<file path="src/rtl/instruction_fetch_pkg.sv">
// Shared types and constants for the fetch stage and its IF/ID register bank.
package instruction_fetch_pkg;

    localparam int WORD_W = 32;

    localparam logic [WORD_W-1:0] NOP = 32'h0000_0000;

    typedef enum logic [1:0] {
        START = 2'd0,
        RUN   = 2'd1,
        HALT  = 2'd2
    } fetch_state_t;

endpackage

</file>
<file path="src/rtl/instruction_fetch_ifid.sv">
// IF/ID pipeline register: load captures a fetch, clear injects a NOP bubble,
// drop only invalidates (contents kept), otherwise everything holds.
module ifid_register
    import instruction_fetch_pkg::*;
(
    input  logic              clk,
    input  logic              rst,
    input  logic              load,
    input  logic              clear,
    input  logic              drop,
    input  logic [WORD_W-1:0] instr_in,
    input  logic [WORD_W-1:0] pc_plus4_in,
    output logic [WORD_W-1:0] ifid_instruction,
    output logic [WORD_W-1:0] ifid_pc_plus4,
    output logic              ifid_valid
);

    logic [WORD_W-1:0] instr_q, instr_d;
    logic [WORD_W-1:0] pc_plus4_q, pc_plus4_d;
    logic              valid_q, valid_d;

    always_comb begin
        instr_d    = instr_q;
        pc_plus4_d = pc_plus4_q;
        valid_d    = valid_q;
        if (load) begin
            instr_d    = instr_in;
            pc_plus4_d = pc_plus4_in;
            valid_d    = 1'b1;
        end else if (clear) begin
            instr_d = NOP;
            valid_d = 1'b0;
        end else if (drop) begin
            valid_d = 1'b0;
        end
    end

    always_ff @(posedge clk or negedge rst) begin
        if (!rst) begin
            instr_q    <= NOP;
            pc_plus4_q <= '0;
            valid_q    <= 1'b0;
        end else begin
            instr_q    <= instr_d;
            pc_plus4_q <= pc_plus4_d;
            valid_q    <= valid_d;
        end
    end

    assign ifid_instruction = instr_q;
    assign ifid_pc_plus4    = pc_plus4_q;
    assign ifid_valid       = valid_q;

endmodule

</file>
<file path="src/rtl/instruction_fetch.sv">
// Fetch stage: PC, START/RUN/HALT control and fault/count tracking; one-cycle
// address-to-IF/ID latency, stall holds everything, branch redirects with a bubble.
module instruction_fetch
    import instruction_fetch_pkg::*;
#(
    parameter logic [31:0] RESET_PC   = 32'h0000_0000,
    parameter int          IMEM_WORDS = 64
) (
    input  logic        clk,
    input  logic        rst,
    input  logic        stall,
    input  logic        branch_taken,
    input  logic [31:0] branch_target,
    output logic [31:0] instruction_address,
    input  logic [31:0] instruction,
    output logic [31:0] ifid_instruction,
    output logic [31:0] ifid_pc_plus4,
    output logic        ifid_valid,
    output logic        fetch_fault,
    output logic [31:0] fetch_count
);

    localparam logic [WORD_W-1:0] PC_LIMIT = WORD_W'(IMEM_WORDS * 4);

    fetch_state_t      state_q, state_d;
    logic [WORD_W-1:0] pc_q, pc_d;
    logic              fault_q, fault_d;
    logic [WORD_W-1:0] count_q, count_d;
    logic              ifid_load, ifid_clear, ifid_drop;
    logic [WORD_W-1:0] pc_plus4;

    assign pc_plus4 = pc_q + 32'd4;

    always_comb begin
        state_d    = state_q;
        pc_d       = pc_q;
        fault_d    = fault_q;
        count_d    = count_q;
        ifid_load  = 1'b0;
        ifid_clear = 1'b0;
        ifid_drop  = 1'b0;
        case (state_q)
            START: state_d = RUN;
            RUN: begin
                if (branch_taken) begin
                    if (branch_target[1:0] != 2'b00) begin
                        state_d   = HALT;
                        fault_d   = 1'b1;
                        ifid_drop = 1'b1;
                    end else begin
                        pc_d       = branch_target;
                        ifid_clear = 1'b1;
                    end
                // Fault check precedes stall so a bad PC halts even while decode holds.
                end else if (pc_q >= PC_LIMIT || pc_q[1:0] != 2'b00) begin
                    state_d   = HALT;
                    fault_d   = 1'b1;
                    ifid_drop = 1'b1;
                end else if (!stall) begin
                    pc_d      = pc_plus4;
                    count_d   = count_q + 32'd1;
                    ifid_load = 1'b1;
                end
            end
            HALT: ;
            default: state_d = START;
        endcase
    end

    always_ff @(posedge clk or negedge rst) begin
        if (!rst) begin
            state_q <= START;
            pc_q    <= RESET_PC;
            fault_q <= 1'b0;
            count_q <= '0;
        end else begin
            state_q <= state_d;
            pc_q    <= pc_d;
            fault_q <= fault_d;
            count_q <= count_d;
        end
    end

    ifid_register u_ifid (
        .clk              (clk),
        .rst              (rst),
        .load             (ifid_load),
        .clear            (ifid_clear),
        .drop             (ifid_drop),
        .instr_in         (instruction),
        .pc_plus4_in      (pc_plus4),
        .ifid_instruction (ifid_instruction),
        .ifid_pc_plus4    (ifid_pc_plus4),
        .ifid_valid       (ifid_valid)
    );

    assign instruction_address = pc_q;
    assign fetch_fault         = fault_q;
    assign fetch_count         = count_q;

endmodule
</file>
<file path="config.mk">
export PLATFORM = sky130hd
export DESIGN_NAME = instruction_fetch
export DESIGN_NICKNAME = d
export VERILOG_FILES = /design/src/rtl/instruction_fetch_pkg.sv /design/src/rtl/instruction_fetch_ifid.sv /design/src/rtl/instruction_fetch.sv
export SDC_FILE = /design/constraint.sdc
export NUM_CORES = 1
export LEC_CHECK = 0
export CORE_UTILIZATION = 27
export DETAILED_ROUTE_END_ITERATION = 8
export HOLD_SLACK_MARGIN = 0.15
export PLACE_DENSITY = 0.55
export RECOVER_POWER = 25
export SLEW_MARGIN = 0
export SYNTH_ARGS = -nofsm -noshare
export SYNTH_HDL_FRONTEND = slang
export SYNTH_SLANG_ARGS = --single-unit
</file>
<file path="constraint.sdc">
create_clock -name clk -period 4.9 [get_ports clk]
set_input_delay 0.98 -clock clk [delete_from_list [all_inputs] [get_ports clk]]
set_output_delay 0.98 -clock clk [all_outputs]
set_load 0.005 [all_outputs]
</file>
==> impl_summary.log, run 1 <==
[metrics] number of nets in the layout: 761
[metrics] share of synthesized cell area in and, or, nand and nor gates: 18.35%
[metrics] routability cong.: 0.8501
[metrics] post-layout worst setup margin: 1.268 ns
[metrics] Final HPWL DP: 11860 µm
[metrics] mux contribution to synthesized area: 0.5254%
[metrics] slew at the pin with the worst max-slew slack: 2.373 ns
[metrics] final worst path period share: 74.13%
[metrics] post-cts hold buffer count: 0
[metrics] setup repair after global routing missed its margin: no
[metrics] post-detailed-routing wire length: 16590 µm
[metrics] flop and latch count out of synthesis: 132
[metrics] max-capacitance violation count: 1
[metrics] number of gates resized after cts: 0
[metrics] total negative slack for setup checks: 0 ns
[metrics] horizontal extent of the die: 147.5 µm
[metrics] Initial DRC Count: 265
[metrics] number of distinct library cell variants in the gate-level netlist after synthesis: 56
[metrics] kind of end point of the critical path: register
[metrics] instance count of the mapped netlist: 498
[metrics] relative slew slack: -58.21%
[metrics] main combinational cell family by area after synthesis: simple AND/OR/NAND/NOR gates
[metrics] buffers inserted during post-CTS setup optimization: 0
[metrics] Die Height: 147.5 µm
[metrics] Synth Cell Area: 5715 µm²
[metrics] DR vias: 4740
[metrics] per-cell routed wire length: 17.05 µm
[metrics] CTS Root Cell: sky130_fd_sc_hd__clkbuf_16
[metrics] Yosys warnings: 0
[metrics] Skew-Pair Late Insertion Delay: 0.41 ns
[metrics] count of port buffers added during placement: 197
[metrics] kind of critical path: in2reg
[metrics] violated checks: capacitance limit, slew limit
[metrics] CP Data Arrival Time: 3.93 ns
[metrics] standard-cell row count: 52
[metrics] initial antenna violation count: 0
[metrics] Post-Syn Nets: 569
[metrics] I/O pin count: 198
[metrics] dominant register cell in the synthesized netlist: sky130_fd_sc_hd__dfrtp_1
[metrics] reg-to-reg slack, setup: 2.03 ns
[metrics] WP buf/inv: 3
[metrics] synthesized-area fraction occupied by xor and xnor cells: 5.517%
[metrics] highest fanout seen on the critical path: 51
[metrics] Min Clock Period, post-route: 3.632 ns
[metrics] count of final setup violators: 0
[metrics] maximum clock frequency: 275.3 MHz
[metrics] overflow left after global routing: 0
[metrics] fraction of layout cells with a size suffix above 1: 8.535%
[metrics] first-pass iteration count of the detailed router: 5
[metrics] Synth Area per Inst: 11.48 µm²
[metrics] CTS tree: yes
[metrics] number of enable flip-flop cells after synthesis: 0
[metrics] sequence of cells on the critical path: clkdlybuf4s50_1 -> buf_4 -> inv_1 -> or3_1 -> o31ai_4 -> nand2_2 -> a22o_1
[metrics] adder-cell share of the synthesized area: 0.6567%
[metrics] final antenna-violating net count: 0
[metrics] pin count of the biggest net entering global routing: 94
[metrics] placement-stage worst setup slack: 0.8402 ns
[metrics] DRC Markers: 0
[metrics] clock buffer depth: 2
[metrics] number of clock buffers inserted by TritonCTS: 17
[metrics] Placed Area: 7918 µm²
[metrics] CP Data Required Time: 5.20 ns
[metrics] Setup crit start kind: primary input
[metrics] Layout Area Growth over Synthesis: 47.81%
[metrics] Leakage Power: 3.598 nW
[metrics] number of sinks on the clock net: 132
[metrics] clock-pin slew of the registers on the worst-case setup and hold paths: 0.06 ns
[metrics] placeable core area: 20490 µm²
[metrics] starting density of the core: 27.89%
[metrics] Async S/R FF share, synth: 100.0%
[metrics] Seq/Total Area, Yosys: 57.79%
[metrics] CP max stage delay: 0.65 ns
[metrics] instance count after placement with tap cells included: 941
[metrics] finished layout cell area: 8448 µm²
[metrics] global-route wire length before repair: 26460 µm
[metrics] die area: 21750 µm²
[metrics] GR Util All Layers: 15.72%
[metrics] diode insertion count for antenna repair: 0
[metrics] status: complete, but fails checks
[metrics] largest voltage drop on the vdd net: 0.2231 mV
[metrics] setup clock skew after layout: 0.008682 ns
[metrics] critical path's top delay family: simple AND/OR/NAND/NOR gates
[metrics] Synth Area in Compound Gates: 13.81%
[metrics] number of standard cells in the final layout excluding fillers: 973
[metrics] number of global-route vias before repair: 4748
[metrics] total number of H-tree levels: 4
[metrics] Total Power: 0.003224 W
[metrics] final hold violation count: 0
[metrics] worst min path class: reg2reg
[metrics] Filler Cells Inserted: 1955
[metrics] power per cell area: 381.7 nW/µm²
[metrics] max-slew violation count: 94
[metrics] drt via density: 4.872
[metrics] Critical-path top delay cell: sky130_fd_sc_hd__nand2_2
## final cells by class
class                   instances  area [µm²]  area share, %
repair buffers                201        1994          23.61
clock buffers                  19       452.9          5.361
well taps                     270       337.8          3.999
clock inverters                13       86.33          1.022
inverters                      14       52.55         0.6220
multi-input cells             324        2221          26.29
flip-flops and latches        132        3303          39.10
## Yosys cell counts (all sizes together) (2+ instances only)
library cell / number / area [µm²]
a21oi: 12 / 63.81
a22o: 33 / 289.0
a22oi: 2 / 15.01
a2bb2oi: 4 / 35.03
a31oi: 3 / 18.77
a32oi: 3 / 26.28
and2: 25 / 156.4
and3: 9 / 56.30
and4: 3 / 27.53
buf: 16 / 93.84
clkbuf: 12 / 45.04
dfrtp: 132 / 3303
ha: 3 / 37.54
inv: 14 / 52.55
mux2i: 3 / 30.03
nand2: 38 / 145.1
nand2b: 2 / 12.51
nand3: 15 / 87.59
nand4: 23 / 150.1
nor2: 20 / 75.07
nor2b: 3 / 18.77
nor3: 9 / 66.32
nor4: 17 / 156.4
o21ai: 31 / 155.1
o22a: 9 / 78.83
o22ai: 3 / 18.77
o31a: 2 / 17.52
or4: 2 / 18.77
xnor2: 22 / 192.7
xor2: 14 / 122.6
## metal layers
| metal | up-vias | global-route usage, % | routed length (µm) |
|---|---|---|---|
| li1 | 2190 | - | - |
| met1 | 2313 | 21.03 | 7385 |
| met3 | 29 | 3.889 | 1116 |
| met4 | 0 | 7.062 | 428 |
| met2 | 208 | 23.99 | 7663 |
| met5 | - | 0 | 0 |
## power by group
group | switching [W] | total, W | internal [W]
Combinational | 0.000265 | 0.000651 | 0.000386
Clock | 0.000482 | 0.00115 | 0.000668
Sequential | 0.000209 | 0.00142 | 0.00121
Total | 0.000956 | 0.00322 | 0.00227
## cells in the final DEF (no fill, tap or decap), drive strengths merged, types with 12 or more instances in the layout
cell	instances
dfrtp	132
nand4	23
a22o	33
inv	14
xor2	14
and2	25
o21ai	31
nor4	17
nand2	38
a21oi	12
clkbuf	21
clkdlybuf4s50	196
nand3	15
nor2	20
xnor2	22
## cells by family (layout without fill, tap and decap cells)
kind of cell / Yosys count / after routing
simple gates: 173 / 173
flops: 132 / 132
compound gates: 109 / 109
buf+inv: 42 / 247
xor+xnor: 36 / 36
fa+ha+maj: 3 / 3
mux: 3 / 3
## worst paths after layout
| kind | startpoint | cells after the start | end |
|---|---|---|---|
| worst max-delay path | branch_taken | 7 | u_ifid.ifid_instruction[8] |
| worst min-delay path | fetch_count[31] | 1 | fetch_count[31] |
| worst max register to register | instruction_address[30] | 5 | u_ifid.ifid_instruction[8] |
| worst min register to register | fetch_count[31] | 1 | fetch_count[31] |
| max in group asynchronous | rst | 2 | instruction_address[19] |
| min in group asynchronous | rst | 1 | instruction_address[22] |
## stage by stage
stage | utilization (%) | hold slack (ns)
6_report | 41.22 | 0.4659
5_1_grt | 41.22 | 0.4970
4_1_cts | 41.26 | 0.4678
3_3_place_gp | 38.63 | 0.4556
2_1_floorplan | - | 0.4470
3_5_place_dp | 38.63 | 0.4561
## flip-flops by register name (all words and copies together), names as in the netlist
signal                   flops
u_ifid.ifid_instruction     32
fetch_count                 32
state_q                      2
u_ifid.ifid_pc_plus4        32
instruction_address         32
fetch_fault                  1
u_ifid.ifid_valid            1
(Power assumes the default switching activity.)
==> inputs of run 2 (changes only) <==
PLACE_DENSITY = 0.57   (was 0.55)
clock period = 3.2 ns   (was 4.9 ns; I/O delays follow)
==> run 2 against run 1 <==
  * The run still ends with capacitance limit, slew limit left
  * Via count shrank 0.44%
  * Largest power group unchanged
  * Final area grew 1.8%
  * Clock-buffer cell count rose by 1
  * Final cell count is 1.1% higher
  * Global-route usage is 0.066 points lower
==> impl_summary.log, run 2 (same netlist as run 1, synthesis figures left out) <==
[metrics] final hold violation count: 0 (unchanged)
[metrics] worst min path class: reg2reg
[metrics] Skew-Pair Late Insertion Delay: 0.41 ns (about the same)
[metrics] DRC Markers: 0 (unchanged)
[metrics] clock-pin slew of the registers on the worst-case setup and hold paths: 0.06 ns (about the same)
[metrics] Die Height: 147.5 µm (unchanged)
[metrics] CTS Root Cell: sky130_fd_sc_hd__clkbuf_16
[metrics] number of clock buffers inserted by TritonCTS: 17 (unchanged)
[metrics] max-capacitance violation count: 1 (unchanged)
[metrics] number of global-route vias before repair: 4800 (+1.1%)
[metrics] largest voltage drop on the vdd net: 0.3259 mV (+46%)
[metrics] I/O pin count: 198 (unchanged)
[metrics] slew at the pin with the worst max-slew slack: 1.502 ns (-0.8713 ns)
[metrics] DR vias: 4719 (-0.44%)
[metrics] Setup crit start kind: primary input
[metrics] total number of H-tree levels: 4 (unchanged)
[metrics] total negative slack for setup checks: 0 ns (unchanged)
[metrics] status: complete, but fails checks
[metrics] per-cell routed wire length: 16.65 µm (-2.4%)
[metrics] kind of end point of the critical path: register
[metrics] CP Data Arrival Time: 2.83 ns (-1.10 ns)
[metrics] Layout Area Growth over Synthesis: 50.44%
[metrics] violated checks: capacitance limit, slew limit
[metrics] first-pass iteration count of the detailed router: 4 (-1)
[metrics] maximum clock frequency: 403.1 MHz
[metrics] power per cell area: 594.1 nW/µm² (+56%)
[metrics] relative slew slack: -0.1237% (+58 points)
[metrics] CTS tree: yes
[metrics] overflow left after global routing: 0 (unchanged)
[metrics] max-slew violation count: 56 (-40%)
[metrics] highest fanout seen on the critical path: 32 (-37%)
[metrics] reg-to-reg slack, setup: 0.74 ns (-1.29 ns)
[metrics] number of nets in the layout: 773 (+1.6%)
[metrics] standard-cell row count: 52 (unchanged)
[metrics] final antenna-violating net count: 0 (unchanged)
[metrics] number of gates resized after cts: 0 (unchanged)
[metrics] initial antenna violation count: 0 (unchanged)
[metrics] routability cong.: 0.7920 (-6.8%)
[metrics] Filler Cells Inserted: 1970 (+0.77%)
[metrics] highest-count cells in the layout ignoring fill and taps: sky130_fd_sc_hd__clkdlybuf4s50_1, sky130_fd_sc_hd__dfrtp_1, sky130_fd_sc_hd__nand2_1
[metrics] Min Clock Period, post-route: 2.481 ns
[metrics] number of sinks on the clock net: 132 (unchanged)
[metrics] count of final setup violators: 0 (unchanged)
[metrics] Total Power: 0.005108 W (+58%)
[metrics] GR Util All Layers: 15.65% (-0.066 points)
[metrics] post-cts hold buffer count: 0 (unchanged)
[metrics] setup clock skew after layout: 0.009574 ns (+0.0008919 ns)
[metrics] CP Data Required Time: 3.55 ns (-1.65 ns)
[metrics] Leakage Power: 3.681 nW (+2.3%)
[metrics] Worst Reg2Reg Path Length in Cells: 6 (+1)
[metrics] clock buffer depth: 2 (unchanged)
[metrics] diode insertion count for antenna repair: 0 (unchanged)
[metrics] count of port buffers added during placement: 197 (unchanged)
[metrics] horizontal extent of the die: 147.5 µm (unchanged)
[metrics] global-route wire length before repair: 26450 µm (about the same)
[metrics] kind of critical path: in2reg
[metrics] post-detailed-routing wire length: 16390 µm (-1.3%)
[metrics] beginning of the worst hold path: u_ifid.ifid_pc_plus4[3]
[metrics] placeable core area: 20490 µm² (unchanged)
[metrics] die area: 21750 µm² (unchanged)
[metrics] final worst path period share: 77.52%
[metrics] setup repair after global routing missed its margin: no
[metrics] pin count of the biggest net entering global routing: 58 (-38%)
[metrics] worst flop-to-flop path endpoint: u_ifid.ifid_instruction[16]
[metrics] drt via density: 4.796 (-1.6%)
[metrics] most common cell after layout, fill and taps aside: sky130_fd_sc_hd__clkdlybuf4s50_1
[metrics] post-layout worst setup margin: 0.7194 ns (-0.5483 ns)
[metrics] Hold Path End: u_ifid.ifid_pc_plus4[3]
[metrics] fraction of layout cells with a size suffix above 1: 9.804% (+1.3 points)
[metrics] Initial DRC Count: 227 (-14%)
[metrics] buffers inserted during post-CTS setup optimization: 0 (unchanged)
[metrics] reg-to-reg critical path startpoint: instruction_address[29]
[metrics] starting density of the core: 27.89% (unchanged)
[metrics] placement-stage worst setup slack: 0.2849 ns (-0.5553 ns)
[metrics] Final HPWL DP: 11810 µm (-0.42%)
[metrics] cell depth of the worst min-delay path: 2 (+1)
run 2: cell type report:
type / count / area (µm²) / share of cell area, %
Clock buffer: 20 / 456.7 / 5.311
Clock inverter: 11 / 127.6 / 1.484
Inverter: 14 / 52.55 / 0.6112
Multi-Input combinational cell: 324 / 2221 / 25.83
Sequential cell: 132 / 3303 / 38.42
Tap cell: 270 / 337.8 / 3.929
Timing Repair Buffer: 213 / 2100 / 24.42
run 2: worst max-delay path: stages:
cell and delay, ns:
sky130_fd_sc_hd__clkdlybuf4s50_1 0.48, sky130_fd_sc_hd__nor4_1 0.30, sky130_fd_sc_hd__and4_2 0.39, sky130_fd_sc_hd__nand3_4 0.23
sky130_fd_sc_hd__nor3_4 0.21, sky130_fd_sc_hd__buf_4 0.34, sky130_fd_sc_hd__a22o_1 0.21
run 2: worst max-delay path by stage:
| stage | startpoint | to | slack (ns) | cells past startpoint |
|---|---|---|---|---|
| after floorplan | branch_taken | fetch_count[17] | 1.19 | 7 |
| after global placement | branch_taken | u_ifid.ifid_instruction[1] | 0.37 | 7 |
| after detailed placement | branch_taken | u_ifid.ifid_instruction[16] | 0.28 | 7 |
| after CTS | branch_taken | u_ifid.ifid_instruction[18] | 0.73 | 7 |
| after global routing | branch_taken | u_ifid.ifid_instruction[22] | 0.57 | 7 |
| final | branch_taken | u_ifid.ifid_instruction[16] | 0.72 | 7 |
run 2: metrics by stage:
stage	area, µm²	instances	hold WS, ns	util (%)
after floorplan	5715	498	0.3444	-
after global placement	8020	953	0.4568	39.13
after detailed placement	8020	953	0.4621	39.13
after CTS	8605	984	0.2106	41.98
after global routing	8598	984	0.4810	41.95
final	8598	984	0.4706	41.95
run 2: routing by layer:
metal  wire length, µm  up-vias  part of all wire (%)  global-route usage (%)
met4               214        0                   1.3                   6.134
met5                 0        -                     0                       0
li1                  -     2213                     -                       -
met1              7617     2335                    46                   20.89
met2              7591      156                    46                   23.89
met3               961       15                   5.9                   4.475
run 2: where the power goes:
group	total [W]	internal, W	leakage [nW]	switching [W]
Combinational	0.00101	0.000600	1.66	0.000411
Clock	0.00193	0.00119	0.278	0.000746
Sequential	0.00217	0.00186	1.75	0.000306
